[config.mk]
export PLATFORM = sky130hd
export DESIGN_NAME = bcd_conv_arb_flat
export DESIGN_NICKNAME = d
export VERILOG_FILES = /design/src/rtl/bcd_pkg.sv /design/src/rtl/bcd_conv_arb_if.sv /design/src/rtl/bcd_dd_step.sv /design/src/rtl/bcd_conv_arb.sv /design/src/flat_wrapper.sv
export SDC_FILE = /design/constraint.sdc
export NUM_CORES = 1
export LEC_CHECK = 0
export ABC_CLOCK_PERIOD_IN_PS = 3600
export CAP_MARGIN = 20
export CORE_MARGIN = 10
export CORE_UTILIZATION = 53
export CTS_CLUSTER_DIAMETER = 100
export DETAILED_ROUTE_END_ITERATION = 12
export PLACE_DENSITY = 0.9
export SYNTH_ARGS = -nofsm -noshare
export SYNTH_HDL_FRONTEND = slang
export SYNTH_SLANG_ARGS = --single-unit
[constraint.sdc]
create_clock -name clk -period 3.6 [get_ports clk]
set_input_delay 0.72 -clock clk [delete_from_list [all_inputs] [get_ports clk]]
set_output_delay 0.72 -clock clk [all_outputs]
set_load 0.02 [all_outputs]
[src/rtl/bcd_pkg.sv]
// Shared widths and FSM encoding for the arbitrated binary-to-BCD converter.
package bcd_pkg;
    localparam int BIN_W  = 16;
    localparam int DIGITS = 5;
    localparam int BCD_W  = 20;
    localparam int CNT_W  = 4;

    typedef enum logic [1:0] {
        IDLE  = 2'd0,
        SHIFT = 2'd1,
        DONE  = 2'd2
    } state_t;
endpackage

[src/rtl/bcd_conv_arb_if.sv]
// Two request channels, one response channel and FSM visibility for the converter.
// Handshake: a transfer happens on a rising clk edge where valid and ready are both high.
interface bcd_conv_arb_if;
    import bcd_pkg::*;

    logic             req0_valid;
    logic [BIN_W-1:0] req0_bin;
    logic             req0_ready;
    logic             req1_valid;
    logic [BIN_W-1:0] req1_bin;
    logic             req1_ready;
    logic             rsp_valid;
    logic             rsp_ready;
    logic [BCD_W-1:0] rsp_bcd;
    logic             rsp_id;
    logic             busy;
    state_t           state;

    modport master (
        output req0_valid, req0_bin, req1_valid, req1_bin, rsp_ready,
        input  req0_ready, req1_ready, rsp_valid, rsp_bcd, rsp_id, busy, state
    );

    modport slave (
        input  req0_valid, req0_bin, req1_valid, req1_bin, rsp_ready,
        output req0_ready, req1_ready, rsp_valid, rsp_bcd, rsp_id, busy, state
    );
endinterface

[src/rtl/bcd_dd_step.sv]
// One double-dabble iteration: add 3 to every digit >= 5, then shift left taking bit_in.
module bcd_dd_step
    import bcd_pkg::*;
(
    input  logic [BCD_W-1:0] digits,
    input  logic             bit_in,
    output logic [BCD_W-1:0] next_digits
);
    // The MSB of the adjusted chain is shifted out; it is always 0 for 16-bit operands.
    logic [BCD_W-2:0] adj;

    for (genvar i = 0; i < DIGITS; i++) begin : g_dig
        if (i < DIGITS - 1) begin : g_full
            logic [3:0] d;
            assign d = (digits[4*i +: 4] >= 4'd5) ? digits[4*i +: 4] + 4'd3 : digits[4*i +: 4];
            assign adj[4*i +: 4] = d;
        end else begin : g_top
            assign adj[4*i +: 3] = digits[4*i +: 3] + ((digits[4*i +: 4] >= 4'd5) ? 3'd3 : 3'd0);
        end
    end

    assign next_digits = {adj, bit_in};
endmodule

[src/rtl/bcd_conv_arb.sv]
// Round-robin arbiter in front of a sequential 16-bit binary to 5-digit BCD converter.
module bcd_conv_arb
    import bcd_pkg::*;
(
    input  logic           clk,
    input  logic           rst,
    bcd_conv_arb_if.slave  bus
);
    state_t           state;
    logic [BIN_W-1:0] operand;
    logic [BCD_W-1:0] digits;
    logic [BCD_W-1:0] next_digits;
    logic [CNT_W-1:0] cnt;
    logic             prio;
    logic             cur_id;
    logic             rsp_valid_q;
    logic             busy_q;
    logic             grant0;
    logic             grant1;
    logic             accept;

    // prio = 1 means requester 1 wins a tie; gated by rst so ready is low in reset.
    always_comb begin
        grant0 = 1'b0;
        grant1 = 1'b0;
        if (rst && state == IDLE) begin
            if (bus.req0_valid && bus.req1_valid) begin
                grant0 = ~prio;
                grant1 = prio;
            end else begin
                grant0 = bus.req0_valid;
                grant1 = bus.req1_valid;
            end
        end
    end

    assign accept = grant0 | grant1;

    bcd_dd_step u_step (
        .digits      (digits),
        .bit_in      (operand[cnt]),
        .next_digits (next_digits)
    );

    always_ff @(posedge clk or negedge rst) begin
        if (!rst) begin
            state       <= IDLE;
            operand     <= '0;
            digits      <= '0;
            cnt         <= '0;
            prio        <= 1'b0;
            cur_id      <= 1'b0;
            rsp_valid_q <= 1'b0;
            busy_q      <= 1'b0;
        end else begin
            case (state)
                IDLE: begin
                    if (accept) begin
                        operand <= grant1 ? bus.req1_bin : bus.req0_bin;
                        cur_id  <= grant1;
                        digits  <= '0;
                        cnt     <= CNT_W'(BIN_W - 1);
                        prio    <= ~grant1;
                        busy_q  <= 1'b1;
                        state   <= SHIFT;
                    end
                end
                SHIFT: begin
                    digits <= next_digits;
                    if (cnt == '0) begin
                        rsp_valid_q <= 1'b1;
                        state       <= DONE;
                    end else begin
                        cnt <= cnt - 1'b1;
                    end
                end
                DONE: begin
                    if (bus.rsp_ready) begin
                        rsp_valid_q <= 1'b0;
                        busy_q      <= 1'b0;
                        state       <= IDLE;
                    end
                end
                default: begin
                    rsp_valid_q <= 1'b0;
                    busy_q      <= 1'b0;
                    state       <= IDLE;
                end
            endcase
        end
    end

    assign bus.req0_ready = grant0;
    assign bus.req1_ready = grant1;
    assign bus.rsp_valid  = rsp_valid_q;
    assign bus.rsp_bcd    = rsp_valid_q ? digits : '0;
    assign bus.rsp_id     = rsp_valid_q & cur_id;
    assign bus.busy       = busy_q;
    assign bus.state      = state;
endmodule

[src/flat_wrapper.sv]
// flat-port wrapper written by rule: the top's interface ports become plain ports
module bcd_conv_arb_flat import bcd_pkg::*;
  (clk, rst, bus_req0_valid, bus_req0_bin, bus_req1_valid, bus_req1_bin, bus_rsp_ready, bus_req0_ready, bus_req1_ready, bus_rsp_valid, bus_rsp_bcd, bus_rsp_id, bus_busy, bus_state);
  bcd_conv_arb_if bus_i ();
  input  logic clk;
  input  logic rst;
  input wire logic [$bits(bus_i.req0_valid)-1:0] bus_req0_valid;
  input wire logic [$bits(bus_i.req0_bin)-1:0] bus_req0_bin;
  input wire logic [$bits(bus_i.req1_valid)-1:0] bus_req1_valid;
  input wire logic [$bits(bus_i.req1_bin)-1:0] bus_req1_bin;
  input wire logic [$bits(bus_i.rsp_ready)-1:0] bus_rsp_ready;
  output wire logic [$bits(bus_i.req0_ready)-1:0] bus_req0_ready;
  output wire logic [$bits(bus_i.req1_ready)-1:0] bus_req1_ready;
  output wire logic [$bits(bus_i.rsp_valid)-1:0] bus_rsp_valid;
  output wire logic [$bits(bus_i.rsp_bcd)-1:0] bus_rsp_bcd;
  output wire logic [$bits(bus_i.rsp_id)-1:0] bus_rsp_id;
  output wire logic [$bits(bus_i.busy)-1:0] bus_busy;
  output wire logic [$bits(bus_i.state)-1:0] bus_state;
  assign bus_i.req0_valid = bus_req0_valid;
  assign bus_i.req0_bin = bus_req0_bin;
  assign bus_i.req1_valid = bus_req1_valid;
  assign bus_i.req1_bin = bus_req1_bin;
  assign bus_i.rsp_ready = bus_rsp_ready;
  assign bus_req0_ready = bus_i.req0_ready;
  assign bus_req1_ready = bus_i.req1_ready;
  assign bus_rsp_valid = bus_i.rsp_valid;
  assign bus_rsp_bcd = bus_i.rsp_bcd;
  assign bus_rsp_id = bus_i.rsp_id;
  assign bus_busy = bus_i.busy;
  assign bus_state = bus_i.state;
  bcd_conv_arb u_core (.clk(clk), .rst(rst), .bus(bus_i));
endmodule
# ---- Word-level counts from Yosys, hierarchy flattened
# Index checks and enable logic that the tools add are counted.
# Widths: inputs -> output; s select.
dict set report word_totals {
  reg_bits 46
  latchBits 0
  ramBits 0
  rom_bits 0
  inputBits 37
  output_inout_bits 27
  word_cells 70
  memories 0
}
dict set report op_classes {
  addsub 6
  mul 0
  div 0
  magnitude_cmp 6
  eq_ne 6
  n_shift 0
  n_mux 27
  n_bitwise 6
  n_reduce_logical 11
}
# operator count
set ops {}
lappend ops {{$mux 20} 2}
lappend ops {{$pmux 20 s2} 1}
lappend ops {{$mux 4} 6}
lappend ops {{$ge 4x3->1 const B} 5}
lappend ops {{$add 4x2->4 const B} 4}
lappend ops {{$mux 16} 1}
lappend ops {{$reduce_and 3->1} 4}
lappend ops {{$mux 1} 8}
lappend ops {{$mux 2} 4}
lappend ops {{$pmux 4 s2} 1}
lappend ops {{$pmux 1 s3} 2}
lappend ops {{$pmux 2 s3} 1}
lappend ops {{$lt 4x5->1 const B} 1}
lappend ops {{$bmux 1 s4} 1}
lappend ops {{$logic_not 4->1} 1}
lappend ops {{$ne 2x1->1 const B} 2}
lappend ops {{$ne 2x2->1 const B} 2}
lappend ops {{$not 1->1} 4}
lappend ops {{$reduce_and 2->1} 2}
lappend ops {{$sub 4x1->4 const B} 1}
lappend ops {{$add 3x2->3} 1}
lappend ops {{$eq 2x1->1 const B} 1}
lappend ops {{$eq 2x2->1 const B} 1}
lappend ops {{$logic_and 1x1->1} 2}
lappend ops {{4 further kinds} 4}

# ---- Longest topological paths before layout
# Gate-level depths: netlist (run 1).
dict set report depth {
  word_depth 6
  depth_mapped 7
  ltp_nobuf 6
}

# ---- Hierarchy
# From an unflattened synthesis (run 1), not the netlist that was laid out.
dict set report unflattened {
  cells_unflattened 339
  area_unflattened_um2 2919.0
}
# mod instances cells_each area_each_um2 seq_area_each_um2
set by_module_without_submodules {}
lappend by_module_without_submodules {bcd_conv_arb 1 265 2438.6 1151.1}
lappend by_module_without_submodules {bcd_dd_step 1 74 480.5 0.0}

# ---- Worst setup path before layout (run 1)
# OpenSTA, ideal clock, no wires.
dict set report synth_timing {
  path_kind {in2out}
  from {input rst}
  to {output bus_req1_ready}
  t_arrival_ns 1.493
  required_time_ns 2.880
  setup_slack_ns 1.387
  cell_stages 4
  path_buffers 2
  path_cell_list {nor3b_4 -> and3_1 -> buf_2 -> buf_2}
}
dict set report synth_between {
  elab_chain_cells 2
}
# item line_no
set synth_rtl {}
lappend synth_rtl {{start, declared} flat_wrapper.sv:6} ;# input logic rst;
lappend synth_rtl {{$logic_and 1x1->1} bcd_conv_arb.sv:26} ;# if (rst && state == IDLE) begin
lappend synth_rtl {{$mux 1} bcd_conv_arb.sv:26}
lappend synth_rtl {{end, declared} flat_wrapper.sv:13} ;# output wire logic [$bits(bus_i.req1_ready)-1:0] bus_req1_ready;
# Every way passes these cells.

# ---- Worst setup path in the final report (run 1)
dict set report layout_timing {
  from {input bus_req1_valid}
  to {output bus_req0_ready}
}
dict set report layout_between {
  elab_chain_cells 3
}
# item line_no
set layout_rtl {}
lappend layout_rtl {{start, declared} flat_wrapper.sv:9} ;# input wire logic [$bits(bus_i.req1_valid)-1:0] bus_req1_valid;
lappend layout_rtl {{$logic_and 1x1->1} bcd_conv_arb.sv:27} ;# if (bus.req0_valid && bus.req1_valid) begin
lappend layout_rtl {{$mux 1} bcd_conv_arb.sv:27}
lappend layout_rtl {{$mux 1} bcd_conv_arb.sv:26}
lappend layout_rtl {{end, declared} flat_wrapper.sv:12} ;# output wire logic [$bits(bus_i.req0_ready)-1:0] bus_req0_ready;
# Every way passes these cells.

==> impl_metrics.json, run 1 <==
{
  "fin_ws_ns": 0.674,
  "cts-htree-levels": 2,
  "syn_to_final_growth_pct": 30.8,
  "synth_area_leaders": "dfrtp_1 (45%), a222oi_1 (6.3%), and2_1 (5.4%)",
  "status": "finished clean",
  "drive_gt1_share_pct": 7.62,
  "p_leak_nw": 1.58,
  "slew-limit-headroom_pct": 53.5,
  "num-fill-cells": 374,
  "synth_edf_count": 0,
  "tns_ns": 0,
  "wl_per_cell_um": 17.2,
  "path_clk_slew_ns": 0.08,
  "via_count": 2083,
  "nNetsFinal": 349,
  "clk_latency_ns": 0.31,
  "p_per_area_nw_per_um2": 861,
  "cts_tree": "yes",
  "cp_max_fo": 6,
  "cp-start-kind": "input pin",
  "pin_count": 64,
  "p_comb_share_pct": 47.9,
  "post-route-min-period_ns": 2.93,
  "crit_type": "in -> out",
  "synth_warnings": 0,
  "clock_sinks": 46,
  "hpwl_um": 4450,
  "grt_pass1_wl_um": 10000,
  "portBuffers": 63,
  "synth.cell_area_um2": 2550,
  "die_y_um": 89.3,
  "ir_drop_mv": 0.358,
  "place_congestion": 0.814,
  "antenna_found_initial": 0,
  "seqPwrFrac_pct": 35.6,
  "wirelength_um": 6130,
  "dpl_worst_slack_ns": 0.688,
  "p_sw_mw": 1.09,
  "max_slew.worst_pin.slew_ns": 0.698,
  "firstDrtPassIters": 5,
  "post_cts_buffers": 0,
  "grt_pass1_vias": 2123,
  "ant_nets": 0,
  "final_common_cell": "clkdlybuf4s50_1",
  "route.detailed.drc": 0,
  "avgSynthCellArea_um2": 10.6,
  "yosysUniqueCellTypes": 35,
  "clockBufferDepth": 2,
  "cts_buffers": 5,
  "finalSetupViolCount": 0,
  "crit_arrival_ns": 2.21,
  "required_ns": 2.88,
  "clock.fmax_mhz": 342,
  "fin_skew_ns": 0.0106,
  "p_clk_share_pct": 16.5,
  "viasPerCell": 5.85,
  "num_rows": 25,
  "synthFlopType": "dfrtp_1",
  "syn_nets": 289,
  "die-width_um": 89.3,
  "drv_slew": 0,
  "yosysTopAreaCell": "dfrtp_1",
  "async_flop_share_pct": 100,
  "synth_top_area_share_pct": 45.2,
  "initial_utilization_pct": 54.3,
  "grt_start_max_net_pins": 47,
  "grt-ovfl-total": 0,
  "hold_buffers": 0,
  "fin_crit_sh_pct": 81.3,
  "grt_usage_pct": 16.0,
  "critical_path.endpoint_type": "primary output",
  "finalHoldViolations": 0,
  "final_cell_mix": "clkdlybuf4s50_1 (62), dfrtp_1 (46), inv_1 (26), and2_1 (22), a222oi_1 (16)",
  "cts_root_buf": "clkbuf_8",
  "switching_share_pct": 38.2,
  "maxCapViolations": 0,
  "netlist_instances": 241,
  "fp.coreArea_um2": 4690,
  "diodes": 0,
  "rsz0062_at_grt": "false",
  "ys_ff_latch": 46,
  "die_area_um2": 7980,
  "drt_iter0_drc": 162,
  "synth-seq-area-share_pct": 45.2,
  "p_int_mw": 1.77,
  "hold_path_class": "reg -> reg",
  "cts_resized": 0
}
==> state kept, by name, summed over array words and instances, names as in the netlist <==
name                  cells
u_core.bus.rsp_valid      1
u_core.cnt                4
u_core.digits            20
u_core.bus.busy           1
u_core.cur_id             1
u_core.prio               1
u_core.operand           16
u_core.bus.state          2
==> per-stage QoR <==
step                hold slack, ns  instances  utilization [%]  instance area (µm²)  total power [mW]
finish                       0.499        356             71.0                 3330              2.87
detailed placement           0.479        347             67.8                 3180              2.40
global route                 0.508        356             71.0                 3330              3.08
global placement             0.470        347             67.8                 3180              2.32
CTS                          0.502        355             70.8                 3320              2.88
floorplan                    0.424        241                -                 2550              1.97
==> worst max-delay path, stage by stage <==
cell and delay [ns]:
clkdlybuf4s50_1 0.43, nand2_1 0.06, and3_1 0.32, clkdlybuf4s50_1 0.67
==> final timing paths <==
check / startpoint / endpoint / slack [ns] / cells past startpoint
setup / recovery: bus_req1_valid / bus_req0_ready / 0.67 / 4
hold / removal: u_core.operand[14]$_DFFE_PN0P_ / u_core.operand[14]$_DFFE_PN0P_ / 0.50 / 2
setup reg to reg: u_core.bus.state[1]$_DFFE_PN0P_ / u_core.cnt[3]$_DFFE_PN0P_ / 1.58 / 4
hold reg to reg: u_core.operand[14]$_DFFE_PN0P_ / u_core.operand[14]$_DFFE_PN0P_ / 0.50 / 2
max in group asynchronous: rst / u_core.digits[1]$_DFFE_PN0P_ / 2.67 / 2
min in group asynchronous: rst / u_core.digits[12]$_DFFE_PN0P_ / 0.53 / 2
==> synthesized netlist by cell type, drive strengths merged, types with 3 or more instances <==
library cell  count
a21o              5
a21oi             5
a222oi           16
a22o             11
and2             22
buf               9
clkbuf            5
dfrtp            46
ha               10
inv              26
mux2              3
mux2i             4
mux4              4
nand2            11
nand2b            7
nor2              7
nor3              9
o21ai            12
o31ai             5
xnor2             4
xor2              5
==> power groups by stage <==
| stage | clock (mW) | sequential (mW) | combinational [mW] |
|---|---|---|---|
| 6_report | 0.474 | 1.02 | 1.37 |
| 5_1_grt | 0.504 | 1.06 | 1.52 |
| 4_1_cts | 0.481 | 1.02 | 1.38 |
| 3_5_place_dp | 0 | 1.02 | 1.37 |
| 3_3_place_gp | 0 | 1.01 | 1.31 |
| 2_1_floorplan | 0 | 0.935 | 1.03 |
==> per-layer routing <==
metal,up-vias,share of wire [%],track usage (%),wire [µm]
met5,-,0,0,0
met4,0,1.4,5.78,88
met3,8,9.6,6.93,589
met2,73,46,26.3,2840
met1,1024,43,18.2,2620
li1,978,-,-,-
==> cell families (layout without fill, tap and decap cells) <==
logic type,after synthesis,after routing,synth area share (%)
mux,11,11,6.44
xor+xnor,9,9,3.10
flops,46,46,45.2
simple gates,64,64,14.1
buf+inv,40,101,7.08
fa+ha+maj,11,11,5.70
compound gates,60,60,18.4
==> cell type report <==
type	instances	area, µm²	area share, %
Multi-Input combinational cell	155	1210	36.5
Sequential cell	46	1150	34.6
Timing Repair Buffer	67	656	19.7
Inverter	26	97.6	2.93
Clock buffer	6	82.6	2.48
Tap cell	54	67.6	2.03
Clock inverter	2	60.1	1.80
(Power assumes the default switching activity.)
==> run 2, diff against run 1 <==
--- a/config.mk
+++ b/config.mk
@@ -5,13 +5,13 @@
 export SDC_FILE = /design/constraint.sdc
 export NUM_CORES = 1
 export LEC_CHECK = 0
-export ABC_CLOCK_PERIOD_IN_PS = 3600
+export ABC_CLOCK_PERIOD_IN_PS = 2360
 export CAP_MARGIN = 20
 export CORE_MARGIN = 10
-export CORE_UTILIZATION = 53
+export CORE_UTILIZATION = 44
 export CTS_CLUSTER_DIAMETER = 100
 export DETAILED_ROUTE_END_ITERATION = 12
-export PLACE_DENSITY = 0.9
+export PLACE_DENSITY = 0.81
 export SYNTH_ARGS = -nofsm -noshare
 export SYNTH_HDL_FRONTEND = slang
 export SYNTH_SLANG_ARGS = --single-unit
==> constraint.sdc (replaced) <==
create_clock -name clk -period 2.36 [get_ports clk]
set_input_delay 0.472 -clock clk [delete_from_list [all_inputs] [get_ports clk]]
set_output_delay 0.472 -clock clk [all_outputs]
set_load 0.02 [all_outputs]
==> impl_metrics.json, run 2 (same netlist as run 1, synthesis figures left out) <==
{
  "fin_crit_sh_pct": 91.0,
  "max_slew.worst_pin.slew_ns": 0.578,
  "nNetsFinal": 357,
  "grt-ovfl-total": 0,
  "p_clk_share_pct": 11.8,
  "instances_no_fill": 382,
  "seqPwrFrac_pct": 36.4,
  "cts_buffers": 5,
  "syn_to_final_growth_pct": 31.9,
  "wl_met1_um": 2490,
  "antenna_found_initial": 0,
  "firstDrtPassIters": 7,
  "tns_ns": 0,
  "viasPerCell": 5.48,
  "met2_wirelength_um": 2660,
  "finalSetupViolCount": 0,
  "p_leak_nw": 1.61,
  "cp_max_fo": 23,
  "reg_top3": "u_core.digits x20, u_core.operand x16, u_core.cnt x4",
  "crit_arrival_ns": 1.68,
  "slowest_delay_ns": 0.63,
  "pin_count": 64,
  "fp.coreArea_um2": 5570,
  "critPathSlowestCell": "clkdlybuf4s50_1",
  "wl_per_cell_um": 15.4,
  "top_register": "u_core.digits",
  "clock.fmax_mhz": 466,
  "crit_type": "reg -> out",
  "rsz0062_at_grt": "false",
  "crit_family": "buffers and inverters",
  "path_clk_slew_ns": 0.08,
  "die_y_um": 96.1,
  "initial_utilization_pct": 45.7,
  "fin_skew_ns": 0.00385,
  "grt_start_max_net_pins": 47,
  "largest_reg_flops": 20,
  "p_int_mw": 2.54,
  "finalHoldViolations": 0,
  "worstPathCellList": "and2_1 -> clkdlybuf4s50_1",
  "cts_tree": "yes",
  "hpwl_um": 4450,
  "maxCapViolations": 0,
  "cts-htree-levels": 2,
  "clk_latency_ns": 0.30,
  "final_cell_mix": "clkdlybuf4s50_1 (60), dfrtp_1 (45), inv_1 (26), and2_1 (22), a222oi_1 (16)",
  "grt_usage_pct": 13.6,
  "dpl_cell_area_um2": 3270,
  "slew-limit-headroom_pct": 61.5,
  "route.detailed.drc": 0,
  "drive_gt1_share_pct": 10.0,
  "die_area_um2": 9230,
  "met3WireLength_um": 678,
  "grt_pass1_vias": 2096,
  "via_count": 2094,
  "cp-start-kind": "flip-flop",
  "cts_root_buf": "clkbuf_8",
  "critical_path.endpoint_type": "primary output",
  "whs_ns": 0.282,
  "p_comb_share_pct": 51.8,
  "switching_share_pct": 39.1,
  "grt_pass1_wl_um": 10000,
  "crit_start": "u_core.bus.rsp_valid$_DFFE_PN0P_",
  "required_ns": 1.89,
  "post-route-min-period_ns": 2.15,
  "status": "finished clean",
  "final_common_cell": "clkdlybuf4s50_1",
  "hold_path_class": "in -> async",
  "clockBufferDepth": 2,
  "p_sw_mw": 1.63,
  "portBuffers": 63,
  "die-width_um": 96.1,
  "ant_nets": 0,
  "top_layer": "met4",
  "final_cell_area_um2": 3360,
  "place_congestion": 0.825,
  "drt_iter0_drc": 91,
  "path_buf_inv": 1,
  "num_rows": 27,
  "clock_sinks": 46,
  "diodes": 0,
  "hold_buffers": 0,
  "drv_slew": 0,
  "ir_drop_mv": 0.512,
  "wirelength_um": 5880,
  "placed_cells": 374,
  "p_per_area_nw_per_um2": 1240,
  "timing.rr.start": "u_core.cnt[1]$_DFFE_PN0P_"
}
[run 2: cell types whose count changed in the layout (fill, tap and decap cells not counted), sizes merged]
cell	before	now
clkdlybuf4s50	62	60
dlygate4sd2	0	2
clkinv	0	1
bufinv	2	0
buf	5	13
clkbuf	6	7
[run 2: area by class of cell]
class                      count  area, µm²
tap                           72       90.1
timing repair buffer          75        713
clock inverter                 1       5.00
multi-input combinational    155       1210
inverter                      26       97.6
sequential                    46       1150
clock buffer                   7       86.3
fill                         484       2210
[run 2: path summary, 6_finish.rpt]
kind	end	slack, ns	cells past startpoint
worst max-delay path	bus_rsp_id	0.21	2
worst min-delay path	u_core.digits[13]$_DFFE_PN0P_	0.28	2
worst max register to register	u_core.cnt[1]$_DFFE_PN0P_	0.48	6
worst min register to register	u_core.cur_id$_DFFE_PN0P_	0.50	2
max in group asynchronous	u_core.bus.rsp_valid$_DFFE_PN0P_	1.66	2
min in group clk	u_core.cur_id$_DFFE_PN0P_	0.50	2
[run 2: power groups by stage]
stage / combinational, mW / clock (mW) / sequential [mW]
global placement: 2.11 / 0 / 1.52
global route: 2.43 / 0.544 / 1.58
finish: 2.16 / 0.492 / 1.52
floorplan: 1.58 / 0 / 1.43
CTS: 2.20 / 0.510 / 1.52
detailed placement: 2.19 / 0 / 1.53
[run 2: worst reg2reg max path: cells and delay by family (launching register included)]
kind | cells | cell delay, ns
flip-flops | 1 | 0.51
multiplexers | 1 | 0.37
AND/OR/NAND/NOR | 1 | 0.15
AO/OA/AOI/OAI | 1 | 0.29
adder cells (fa/ha/maj) | 1 | 0.23
buffers and inverters | 2 | 0.23
[run 2: stage by stage]
stage	setup slack, ns	util [%]	total power, mW
6_report	0.212	60.3	4.17
5_1_grt	0.0765	60.3	4.56
4_1_cts	0.174	60.3	4.23
3_5_place_dp	0.0468	58.7	3.72
3_3_place_gp	0.0546	58.7	3.63
2_1_floorplan	0.500	-	3.00
[run 2: layer usage]
layer,vias up,GRT usage [%]
li1,997,-
met1,1014,16.5
met2,78,21.2
met3,5,6.30
met4,0,3.69
met5,-,0
[run 2: what timing repair did]
item                                    4_1_cts  5_1_grt
endpoints found under the setup margin        3        0
gates resized for setup                       3        0
endpoints found under the hold margin         0        0
buffers inserted                              0        0
==> run 3, diff against run 2 <==
--- a/config.mk
+++ b/config.mk
@@ -6,7 +6,7 @@
 export NUM_CORES = 1
 export LEC_CHECK = 0
 export ABC_CLOCK_PERIOD_IN_PS = 2360
-export CAP_MARGIN = 20
+export CAP_MARGIN = 15
 export CORE_MARGIN = 10
 export CORE_UTILIZATION = 44
 export CTS_CLUSTER_DIAMETER = 100
==> results of run 3 <==
No change in the layout: final DEF, timing and power equal those of run 2.
